[src/rtl/fc_trigger_arbiter.sv]
// fc_trigger_arbiter: L1A merge, prescale and veto stage for the fast-control path.
// Merges NUM_SRC single-cycle trigger sources. Each source has its own enable and prescale.
// The merged stream is gated by four vetoes: deadtime, DAQ busy, header-FIFO
// occupancy hysteresis and an optional token bucket.
// Optional feature: define FC_TRIG_TOKEN_BUCKET_EN to compile in the token-bucket
// rate limiter. When it is undefined, refill_period is ignored and veto_state[3] is 0.
module fc_trigger_arbiter #(
  parameter int NUM_SRC = 4,
  parameter int SRC_W   = 2,
  parameter int PS_W    = 8,
  parameter int DT_W    = 12,
  parameter int OCC_W   = 8,
  parameter int CNT_W   = 16,
  parameter int BKT_W   = 4,
  parameter int BKT_MAX = 8
) (
  input  logic                     clk_bx,
  input  logic                     reset,
  input  logic [NUM_SRC-1:0]       trig_in,
  input  logic [NUM_SRC-1:0]       src_enable,
  input  logic [NUM_SRC*PS_W-1:0]  prescale,
  input  logic [DT_W-1:0]          deadtime_len,
  input  logic                     busy_in,
  input  logic                     veto_busy_en,
  input  logic [OCC_W-1:0]         occupancy,
  input  logic [OCC_W-1:0]         occ_busy_thr,
  input  logic [OCC_W-1:0]         occ_ready_thr,
  input  logic                     veto_occ_en,
  input  logic [15:0]              refill_period,
  input  logic                     cnt_clear,
  output logic                     l1a,
  output logic [SRC_W-1:0]         l1a_src,
  output logic [31:0]              l1a_count,
  output logic [NUM_SRC*CNT_W-1:0] veto_count,
  output logic [3:0]               veto_state
);

  logic [NUM_SRC-1:0] pass;
  logic               veto;
  logic               accept;
  logic [SRC_W-1:0]   win_src;
  logic               l1a_q;
  logic [SRC_W-1:0]   l1a_src_q;
  logic [DT_W-1:0]    dt_cnt_q, dt_cnt_d;
  logic               busy_q;
  logic               occ_busy_q, occ_busy_d;
  logic [31:0]        l1a_count_q;
  logic [3:0]         veto_state_q;
  logic               bkt_empty, bkt_empty_d;

  // Per-source qualify, prescale counter and saturating vetoed-trigger counter.
  // The prescale counter advances on every qualified trigger, even vetoed ones.
  for (genvar gi = 0; gi < NUM_SRC; gi++) begin : g_src
    logic             qual;
    logic [PS_W-1:0]  ps_cnt_q;
    logic [CNT_W-1:0] vcnt_q;

    assign qual     = trig_in[gi] & src_enable[gi];
    assign pass[gi] = qual && (ps_cnt_q == prescale[gi*PS_W +: PS_W]);
    assign veto_count[gi*CNT_W +: CNT_W] = vcnt_q;

    // Prescale counter: wraps to 0 on the trigger it lets through.
    always_ff @(posedge clk_bx) begin
      if (reset)      ps_cnt_q <= '0;
      else if (qual)  ps_cnt_q <= pass[gi] ? '0 : ps_cnt_q + 1'b1;
    end

    // Vetoed-trigger counter: clear wins over increment, saturates at all-ones.
    always_ff @(posedge clk_bx) begin
      if (reset || cnt_clear)                    vcnt_q <= '0;
      else if (veto && pass[gi] && vcnt_q != '1) vcnt_q <= vcnt_q + 1'b1;
    end
  end

  // Lowest passing index wins; other passing sources merge into the same L1A.
  always_comb begin
    win_src = '0;
    for (int i = NUM_SRC - 1; i >= 0; i--) begin
      if (pass[i]) win_src = SRC_W'(i);
    end
  end

`ifdef FC_TRIG_TOKEN_BUCKET_EN
  logic [15:0]      refill_cnt_q, refill_cnt_d;
  logic [BKT_W-1:0] tokens_q, tokens_d;
  logic             refill_wrap;

  // A refill_period of 0 switches the limiter off entirely.
  assign refill_wrap = (refill_period != 16'd0) && (refill_cnt_q >= refill_period - 16'd1);
  assign bkt_empty   = (tokens_q == '0) && (refill_period != 16'd0);

  // Next token count: a refill and a consume in the same cycle cancel out.
  always_comb begin
    refill_cnt_d = (refill_wrap || refill_period == 16'd0) ? 16'd0 : refill_cnt_q + 16'd1;
    tokens_d     = tokens_q;
    if (accept && !refill_wrap && tokens_q != '0)
      tokens_d = tokens_q - 1'b1;
    else if (!accept && refill_wrap && tokens_q < BKT_W'(BKT_MAX))
      tokens_d = tokens_q + 1'b1;
    bkt_empty_d = (tokens_d == '0) && (refill_period != 16'd0);
  end

  // Token bucket state; reset refills the bucket to capacity.
  always_ff @(posedge clk_bx) begin
    if (reset) begin
      refill_cnt_q <= '0;
      tokens_q     <= BKT_W'(BKT_MAX);
    end else begin
      refill_cnt_q <= refill_cnt_d;
      tokens_q     <= tokens_d;
    end
  end
`else
  logic unused_refill;
  assign unused_refill = ^refill_period;
  assign bkt_empty     = 1'b0;
  assign bkt_empty_d   = 1'b0;
`endif

  assign veto   = (dt_cnt_q != '0) | (busy_q & veto_busy_en) |
                  (occ_busy_q & veto_occ_en) | bkt_empty;
  assign accept = (|pass) & ~veto;

  // Deadtime reload on accept, else count down to zero; occupancy hysteresis.
  always_comb begin
    dt_cnt_d = accept ? deadtime_len : ((dt_cnt_q != '0) ? dt_cnt_q - 1'b1 : '0);
    if (occupancy >= occ_busy_thr)       occ_busy_d = 1'b1;
    else if (occupancy <= occ_ready_thr) occ_busy_d = 1'b0;
    else                                 occ_busy_d = occ_busy_q;
  end

  // Output pulse, veto state registers and the accepted-L1A counter.
  always_ff @(posedge clk_bx) begin
    if (reset) begin
      l1a_q        <= 1'b0;
      l1a_src_q    <= '0;
      dt_cnt_q     <= '0;
      busy_q       <= 1'b0;
      occ_busy_q   <= 1'b0;
      l1a_count_q  <= '0;
      veto_state_q <= '0;
    end else begin
      l1a_q        <= accept;
      if (accept) l1a_src_q <= win_src;
      dt_cnt_q     <= dt_cnt_d;
      busy_q       <= busy_in;
      occ_busy_q   <= occ_busy_d;
      veto_state_q <= {bkt_empty_d, occ_busy_d, busy_in, dt_cnt_d != '0};
      if (cnt_clear)                         l1a_count_q <= '0;
      else if (accept && l1a_count_q != '1)  l1a_count_q <= l1a_count_q + 32'd1;
    end
  end

  assign l1a        = l1a_q;
  assign l1a_src    = l1a_src_q;
  assign l1a_count  = l1a_count_q;
  assign veto_state = veto_state_q;

endmodule
[config.mk]
export PLATFORM = sky130hd
export DESIGN_NAME = fc_trigger_arbiter
export DESIGN_NICKNAME = d
export VERILOG_FILES = /design/src/rtl/fc_trigger_arbiter.sv
export SDC_FILE = /design/constraint.sdc
export NUM_CORES = 1
export LEC_CHECK = 0
export ABC_AREA = 1
export CORE_AREA = 3 3 141 143
export CTS_BUF_LIST = sky130_fd_sc_hd__clkbuf_2 sky130_fd_sc_hd__clkbuf_4 sky130_fd_sc_hd__clkbuf_8
export CTS_CLUSTER_SIZE = 20
export DETAILED_ROUTE_END_ITERATION = 10
export DIE_AREA = 0 0 144 146
export GPL_ROUTABILITY_DRIVEN = 0
export GPL_TIMING_DRIVEN = 0
export PLACE_DENSITY = 0.79
export RECOVER_POWER = 100
export REMOVE_ABC_BUFFERS = 1
export SETUP_SLACK_MARGIN = 0.02
export SYNTH_ARGS = -nofsm -noshare
export SYNTH_HDL_FRONTEND = slang
export SYNTH_SLANG_ARGS = --single-unit
[constraint.sdc]
create_clock -name clk_bx -period 1.91 [get_ports clk_bx]
set_input_delay 0.382 -clock clk_bx [delete_from_list [all_inputs] [get_ports clk_bx]]
set_output_delay 0.382 -clock clk_bx [all_outputs]
set_load 0.05 [all_outputs]
-- Yosys cells after proc, flatten, opt, wreduce, memory -nomap -nowiden
Index checks and enable logic that the tools add are counted.
- flip-flop bits (word level): 149
- bits in latches: 0
- bits in writable memories: 0
- memory bits (read-only): 0
- input bits: 98
- output and inout bits: 103
- word-level logic and storage cells: 77
- memories: 0
- add/sub/neg operators: 10
- multipliers: 0
- divide/modulo/power cells: 0
- magnitude comparators: 2
- equality and inequality tests: 9
- shift operators: 0
- multiplexer cells: 12
- bitwise gates (word level): 10
- reductions and logical operators: 18
- operators by type and width (operator ; count):
    16-bit by 1-bit adder with 16-bit output (second input constant) ; 4
    16-bit inequality test (second input constant) ; 4
    32-bit by 1-bit adder with 32-bit output (second input constant) ; 1
    8-bit by 1-bit adder with 8-bit output (second input constant) ; 4
    8-bit equality test ; 4
    8-bit two-way mux ; 4
    32-bit inequality test (second input constant) ; 1
    12-bit two-way mux ; 2
    12-bit nonzero test ; 2
    1-bit logical AND ; 13
    12-bit by 1-bit subtractor with 12-bit output (second input constant) ; 1
    8-bit greater-or-equal comparator ; 1
    8-bit less-or-equal comparator ; 1
    2-bit two-way mux ; 4
    1-bit AND ; 7
    4-bit OR reduction ; 1
    1-bit two-way mux ; 2
    1-bit bitwise OR ; 2
    2-bit OR reduction ; 1
    1-bit logical OR ; 1
    1-bit NOT ; 1

-- Depth between registers and ports, before layout
Gate-level depths: netlist of the first run.
- depth after elaboration: 7
- gate-level depth with buffers: 18
- gate-level depth less buffers: 17

-- Least setup slack after synthesis of the first run
Ideal clock, no wire load.
- kind: register to register
- start point: reg l1a_count_q[3] (netlist: l1a_count[3])
- end point: reg l1a_count_q[14] (netlist: l1a_count[14])
- library setup time: 0.115 ns
- arrival time: 2.129 ns
- required time: 1.795 ns
- slack: -0.334 ns
- cell stages (with the launch flop): 10
- buffers on the path: 1
- period minus slack after synthesis: 2.244 ns
- cells stage by stage: dfxtp_1 > nand2_2 > nor2_2 > nand4_1 > nor2_2 > nand4_1 > nand2_4 > buf_6 > nor4_2 > o21a_1
- longest elaborated chain between the ends: 2
- elaborated cells on any way between the ends: 3
- those cells by class: add/sub: 1; eq/ne: 1; reduce/logical: 1
- RTL lines (element ; RTL line ; text):
    from (decl) ; 47 ; logic [31:0] l1a_count_q;
    from (signal assigned) ; 150 ; else if (accept && l1a_count_q != '1) l1a_count_q <= l1a_count_q + 32'd1;
    branches (longest 2 deep; another with 32-bit by 1-bit adder with 32-bit output) ; -- ;
Parallel ways; which one is timed is not known.
A chain may end at the register's enable or synchronous reset.

-- Worst setup path in the final report of the first run
- start point: reg dt_cnt_q[0]
- end point: reg veto_state_q[0] (netlist: veto_state[0])
- longest elaborated chain between the ends: 7
- elaborated cells on any way between the ends: 9
- those cells by class: add/sub: 1; mux: 2; bitwise: 4; reduce/logical: 2
- RTL lines (element ; RTL line ; text):
    from (decl) ; 44 ; logic [DT_W-1:0] dt_cnt_q, dt_cnt_d;
    from (signal assigned) ; 145 ; dt_cnt_q <= dt_cnt_d;
    branches (longest 5 deep; another with 12-bit by 1-bit subtractor with 12-bit output) ; -- ;
    12-bit two-way mux (*) ; 126 ; dt_cnt_d = accept ? deadtime_len : ((dt_cnt_q != '0) ? dt_cnt_q - 1'b1 : '0);
    12-bit nonzero test (*) ; 148 ; veto_state_q <= {bkt_empty_d, occ_busy_d, busy_in, dt_cnt_d != '0};
    to (signal assigned) ; 148 ;
    to (decl) ; 48 ; logic [3:0] veto_state_q;
Every way passes the cells marked *.

==> results.toml, run 1 <==
[pwr]
total_power_mw = 8.564
power_density_nw_per_um2 = 661.6
irDropWorstVdd_mv = 0.6377
p_leak_nw = 5.492

[clocking]
ctsHoldBuffers = 0
htree_levels = 4
clk_pin_slew_ns = 0.08
clock_path_buffers = 2
cts_tree = "done"
clk_latency_ns = 0.47
cts.sinks = 146
root_buffer = "clkbuf_8"
cts_buffers = 17

[placed_design]
dp_hpwl_mm = 19.11
place_area_um2 = 11030
io_buffer_count = 183

[synth]
synth-edff-count = 0
synthArstFlopShare_pct = 0
netlist_area_um2 = 8976
synth_top_flop_cell = "dfxtp_1"
synth_seq_cells = 146
yosysUniqueCellTypes = 47
syn_inst = 1386
ys_seq_area_share_pct = 32.56
syn_area_per_cell_um2 = 6.476
ys.warnings.count = 0

[setup_path]
crit_chain = "inv_4 -> ha_4 -> nand3_4 -> nor3_4 -> nand3_4 -> inv_8 -> nand2_8 -> nand2_8 -> nand2_1 -> nand2_1 -> nand2_1 -> nor2_1 -> nand3_1 -> nand2_1 -> inv_1"
r2r_setup_slack_ns = -0.18
critical_path_class = "flip-flop to flip-flop"
cpPeakStageDelay_ns = 0.34
crit_path_top_delay_cell = "dfxtp_2"
end_kind = "flip-flop"
crit_path_max_fanout = 8
critPathArrivalTime_ns = 2.45
cp.required_ns = 2.27
cpMostUsedCell = "nand2_1"
startpoint_type = "flip-flop"

[route]
routed_wl_mm = 29.01
wl_met3_mm = 2.327
first_pass_iters = 6
wl_met1_mm = 11.91
via_per_inst = 5.397
wl_per_cell_um = 15.33
top_layer_used = "met4"
via_count = 10211
wl_met2_mm = 14.08
drcViolationCount = 0
antenna_left = 0
drtIter0Drc = 797

[timing]
finalHoldViolations = 0
fmax_mhz = 478.1
fin_crit_sh_pct = 109.5
max_slew_margin_pct = 57.03
maxSlewViolCount = 0
min_period_ns = 2.092
setup_viol = 64
whs_ns = 0.3768
worstMarginPinSlew_ns = 0.6445
fin_skew_ns = 0.02070
rsz0062_at_grt = "yes"
fin_ws_ns = -0.1817

[die]
io_pins = 201
start_util_pct = 47.99
floorplan.die.width_um = 144
num_rows = 50
die_y_um = 146
die_area_um2 = 21020
fp.coreArea_um2 = 18710

[finish]
final_common_cell = "nand2_1"
diodes = 0
final_area_um2 = 12940
final_nets = 1770
area_growth_pct = 44.20
final_cell_mix = "295 x nand2_1, 190 x inv_1, 138 x nor2_1"
drive_gt1_share_pct = 20.81
n_fill_cell = 1469

[hold_path]
hp-class = "input pin to flip-flop"

[job]
maxCapViolCount = 0

[outcome]
status = "finished with violations"
violations = "setup timing"

[global_routing]
grt_max_degree = 48
grt.total_usage_pct = 24.76
first_global_vias = 9154
grt_pass1_wl_mm = 42.96
gr-total-overflow = 0
grt_antenna_before_repair = 0
## area by class of cell
type / instances / area [um^2] / share of cell area, %
clock buffer: 21 / 276.5 / 2.136
clock inverter: 11 / 80.08 / 0.6187
inverter: 215 / 862.1 / 6.660
multi-input combinational: 1007 / 6001 / 46.36
sequential: 146 / 2985 / 23.06
tap: 234 / 292.8 / 2.262
timing repair buffer: 257 / 2441 / 18.86
timing repair inverter: 1 / 5.005 / 0.03867
## layer usage
layer / vias up / global-route usage, %
met1: 4660 / 31.57
met5: - / 0
met2: 432 / 41.11
met3: 76 / 6.047
li1: 5043 / -
met4: 0 / 7.627
## timing repair
item	CTS	global route
gates cloned	5	1
buffers inserted	32	41
resized for setup	236	209
setup endpoints to repair	233	129
pin swaps	37	58
## worst max-delay path, delay by kind of cell (launching register included)
kind | cells | cell delay [ns]
DFF | 1 | 0.34
buffers and inverters | 3 | 0.26
adders and majority gates | 1 | 0.16
and+or+nand+nor | 11 | 1.22
## synth_stat cells (2+ instances only)
master / instances / area share [%]
nand2_4: 4 / 0.50
nor2_4: 3 / 0.38
nand3_2: 6 / 0.67
nor3_2: 2 / 0.22
buf_2: 3 / 0.17
buf_4: 3 / 0.25
nand4_1: 42 / 2.9
dfxtp_1: 146 / 33
a211oi_1: 5 / 0.42
a31oi_1: 4 / 0.28
o21ai_1: 4 / 0.22
o211ai_1: 2 / 0.17
ha_1: 27 / 3.8
nand3b_1: 6 / 0.50
clkinv_1: 2 / 0.084
o21ai_0: 47 / 2.6
nand2_1: 327 / 14
or2_2: 5 / 0.35
o21a_1: 11 / 0.92
nor4_2: 4 / 0.56
and3_1: 9 / 0.63
nor2_1: 161 / 6.7
nand3_1: 63 / 3.5
nor4_1: 21 / 1.5
or2_1: 2 / 0.14
nor3b_1: 7 / 0.59
inv_1: 207 / 8.7
nand2_2: 6 / 0.42
clkbuf_1: 15 / 0.63
xnor2_1: 12 / 1.2
nor3_1: 66 / 3.7
inv_2: 5 / 0.21
nor2_2: 5 / 0.35
xor2_1: 34 / 3.3
a21oi_1: 108 / 6.0
## sequential cells by signal, summed over array words and instances (netlist names)
name            cells
l1a_count          32
g_src.vcnt_q       64
occ_busy_q          1
dt_cnt_q           12
l1a_src             2
l1a                 1
g_src.ps_cnt_q     32
veto_state          2
## metrics by stage
stage | setup TNS, ns | cells | utilization, % | setup slack, ns
after floorplan | -51.30 | 1363 | - | -0.9457
after global placement | -360.61 | 1780 | 58.70 | -4.485
after detailed placement | -102.02 | 1782 | 58.96 | -1.098
after CTS | -0.6539 | 1851 | 64.39 | -0.1128
after global routing | -11.75 | 1892 | 69.20 | -0.2847
final | -5.084 | 1892 | 69.20 | -0.1817
## final timing paths
| kind | startpoint | end | cells past startpoint |
|---|---|---|---|
| max reg2reg | dt_cnt_q[0] | veto_state[0] | 15 |
| min | trig_in[2] | g_src[2].ps_cnt_q[1] | 5 |
| max | dt_cnt_q[0] | veto_state[0] | 15 |
| min reg2reg | l1a_count[3] | l1a_count[3] | 1 |
## logic make-up (layout without fill, tap and decap cells)
group,after synthesis,after routing,synth area share (%)
AND/OR/NAND/NOR,742,747,37.68
buffers and inverters,238,505,10.34
AO/OA/AOI/OAI,186,186,11.12
flip-flops,146,146,32.56
XOR/XNOR,46,46,4.488
adder cells (fa/ha/maj),27,27,3.764
other,1,1,0.04178
## report_power, final
group,internal [mW],switching [mW]
combinational,1.24,1.72
clock,0.999,1.27
sequential,3.17,0.154
No activity file was read; power rests on OpenSTA's default activity.
==> inputs of run 2 (changes only) <==
Settings changed: MAX_ROUTING_LAYER from default to met4.
==> results.toml, run 2 (synthesized netlist as in run 1, its figures left out) <==
[clocking]
clock_path_buffers = 2
htree_levels = 4
root_buffer = "clkbuf_8"
cts_tree = "done"
clk_pin_slew_ns = 0.10
cts_buffers = 17
cts.sinks = 146
ctsHoldBuffers = 0
clk_latency_ns = 0.47

[finish]
final_util_pct = 69.08
area_growth_pct = 43.95
diodes = 0
largest-register = "g_src.vcnt_q"
finalNonFillerCells = 1892
drive_gt1_share_pct = 20.69
final_cell_mix = "294 x nand2_1, 191 x inv_1, 138 x nor2_1"
final_nets = 1770
final_common_cell = "nand2_1"
largest_register_ffs = 64

[die]
die_y_um = 146
die_area_um2 = 21020
start_util_pct = 47.99
num_rows = 50
fp.coreArea_um2 = 18710
io_pins = 201
floorplan.die.width_um = 144

[pwr]
irDropWorstVdd_mv = 0.6382
comb_power_share_pct = 34.6
power_density_nw_per_um2 = 664.4
p_switching_mw = 3.168
p_clk_share_pct = 26.6
p_seq_share_pct = 38.8
p_leak_nw = 5.463
switching_share_pct = 36.91
p_int_mw = 5.416

[route]
antenna_left = 0
drtIter0Drc = 708
via_per_inst = 5.392
via_count = 10201
drcViolationCount = 0
wl_per_cell_um = 15.35
routed_wl_mm = 29.04
first_pass_iters = 5

[hold_path]
min_to = "g_src[2].ps_cnt_q[1]"
hold_path.startpoint = "trig_in[2]"
hp-class = "input pin to flip-flop"
whs_path_depth = 5

[setup_path]
cpMostUsedCell = "nand2_8"
crit_chain = "inv_4 -> ha_4 -> nand3_4 -> nor3_4 -> nand3_4 -> inv_8 -> nand2_8 -> nand2_8 -> nand2_8 -> nor2_4 -> nand2_2 -> o21ai_1 -> nand2_1 -> nor2_1"
reg2reg_to = "l1a_count[11]"
end_kind = "flip-flop"
cpPeakStageDelay_ns = 0.34
cp.required_ns = 2.33
r2r_setup_slack_ns = -0.19
worstRegToRegCells = 14
critPathArrivalTime_ns = 2.52
critical_path_class = "flip-flop to flip-flop"
crit_path_max_fanout = 8
rr_startpoint = "dt_cnt_q[0]"
startpoint_type = "flip-flop"
crit_path_top_delay_cell = "dfxtp_2"

[placed_design]
dp_hpwl_mm = 19.11
placed_cells = 1782
io_buffer_count = 183

[timing]
fin_skew_ns = 0.01956
fmax_mhz = 476.7
fin_crit_sh_pct = 109.8
worstMarginPinSlew_ns = 0.6378
finalHoldViolations = 0
maxSlewViolCount = 0
rsz0062_at_grt = "yes"
max_slew_margin_pct = 57.48
setup_viol = 61
fin_ws_ns = -0.1879
min_period_ns = 2.098

[global_routing]
first_global_vias = 9163
grt_max_degree = 48
gr-total-overflow = 0
grt_antenna_before_repair = 0
grt_pass1_wl_mm = 42.93
grt.total_usage_pct = 25.49

[job]
maxCapViolCount = 0

[outcome]
status = "finished with violations"
violations = "setup timing"
-- run 2: cell count changes in the layout (fill, tap and decap cells not counted), sizes merged --
| cell | delta |
|---|---|
| dlygate4sd2 | -2 |
| clkbuf | +1 |
| clkdlybuf4s50 | +2 |
| dlymetal6s2s | -2 |
| clkdlybuf4s15 | +1 |
-- run 2: layout make-up --
cell class	count	area [um^2]
repair inverters	1	5.005
repair buffers	257	2434
flip-flops and latches	146	2983
multi-input cells	1007	5988
clock inverters	11	80.08
well taps	234	292.8
fillers	1478	5784
clock buffers	21	276.5
inverters	215	862.1
-- run 2: worst max path at each step --
stage                 from            end  slack (ns)
4_1_cts        dt_cnt_q[1]   l1a_count[8]       -0.11
6_report       dt_cnt_q[0]  l1a_count[11]       -0.19
3_3_place_gp         reset  l1a_count[14]       -4.49
5_1_grt        dt_cnt_q[0]  veto_state[0]       -0.28
2_1_floorplan    cnt_clear  l1a_count[14]       -0.95
3_5_place_dp    trig_in[1]  l1a_count[17]       -1.10
-- run 2: critical path: cells and delay by family (launching register included) --
kind                       cells  cell delay (ns)
and+or+nand+nor               10             1.22
AOI/OAI and AO/OA              1             0.12
DFF                            1             0.34
buffers and inverters          2             0.19
adders and majority gates      1             0.16
-- run 2: what timing repair did --
item / CTS / global route
buffers inserted: 32 / 41
gates resized for setup: 236 / 205
pin swaps: 37 / 55
gates cloned: 5 / 1
setup endpoints to repair: 233 / 133
-- run 2: routing by layer --
| metal | track usage, % | wire [um] | vias up |
|---|---|---|---|
| met5 | - | 0 | - |
| met4 | 7.627 | 619 | 0 |
| met1 | 31.84 | 11950 | 4676 |
| li1 | - | - | 5043 |
| met2 | 41.13 | 14130 | 414 |
| met3 | 5.652 | 2342 | 68 |
-- run 2: power groups by stage --
stage                     sequential, mW  clock, mW  combinational [mW]
after floorplan                     3.35          0                1.42
after global placement              3.35          0                1.96
after detailed placement            3.35          0                2.01
after CTS                           3.30       2.31                2.51
after global routing                3.34       2.43                3.23
final                               3.33       2.28                2.97
-- run 2: through the flow --
step / total power, mW / worst slack, ns / area, um^2 / hold WS, ns / TNS, ns
5_1_grt: 9.002 / -0.2845 / 12920 / 0.3669 / -11.64
4_1_cts: 8.116 / -0.1128 / 12040 / 0.4235 / -0.6539
3_5_place_dp: 5.361 / -1.098 / 11030 / 0.4733 / -102.02
2_1_floorplan: 4.772 / -0.9457 / 8856 / 0.4293 / -51.30
3_3_place_gp: 5.308 / -4.485 / 10980 / 0.4641 / -360.61
6_report: 8.584 / -0.1879 / 12920 / 0.3737 / -4.887
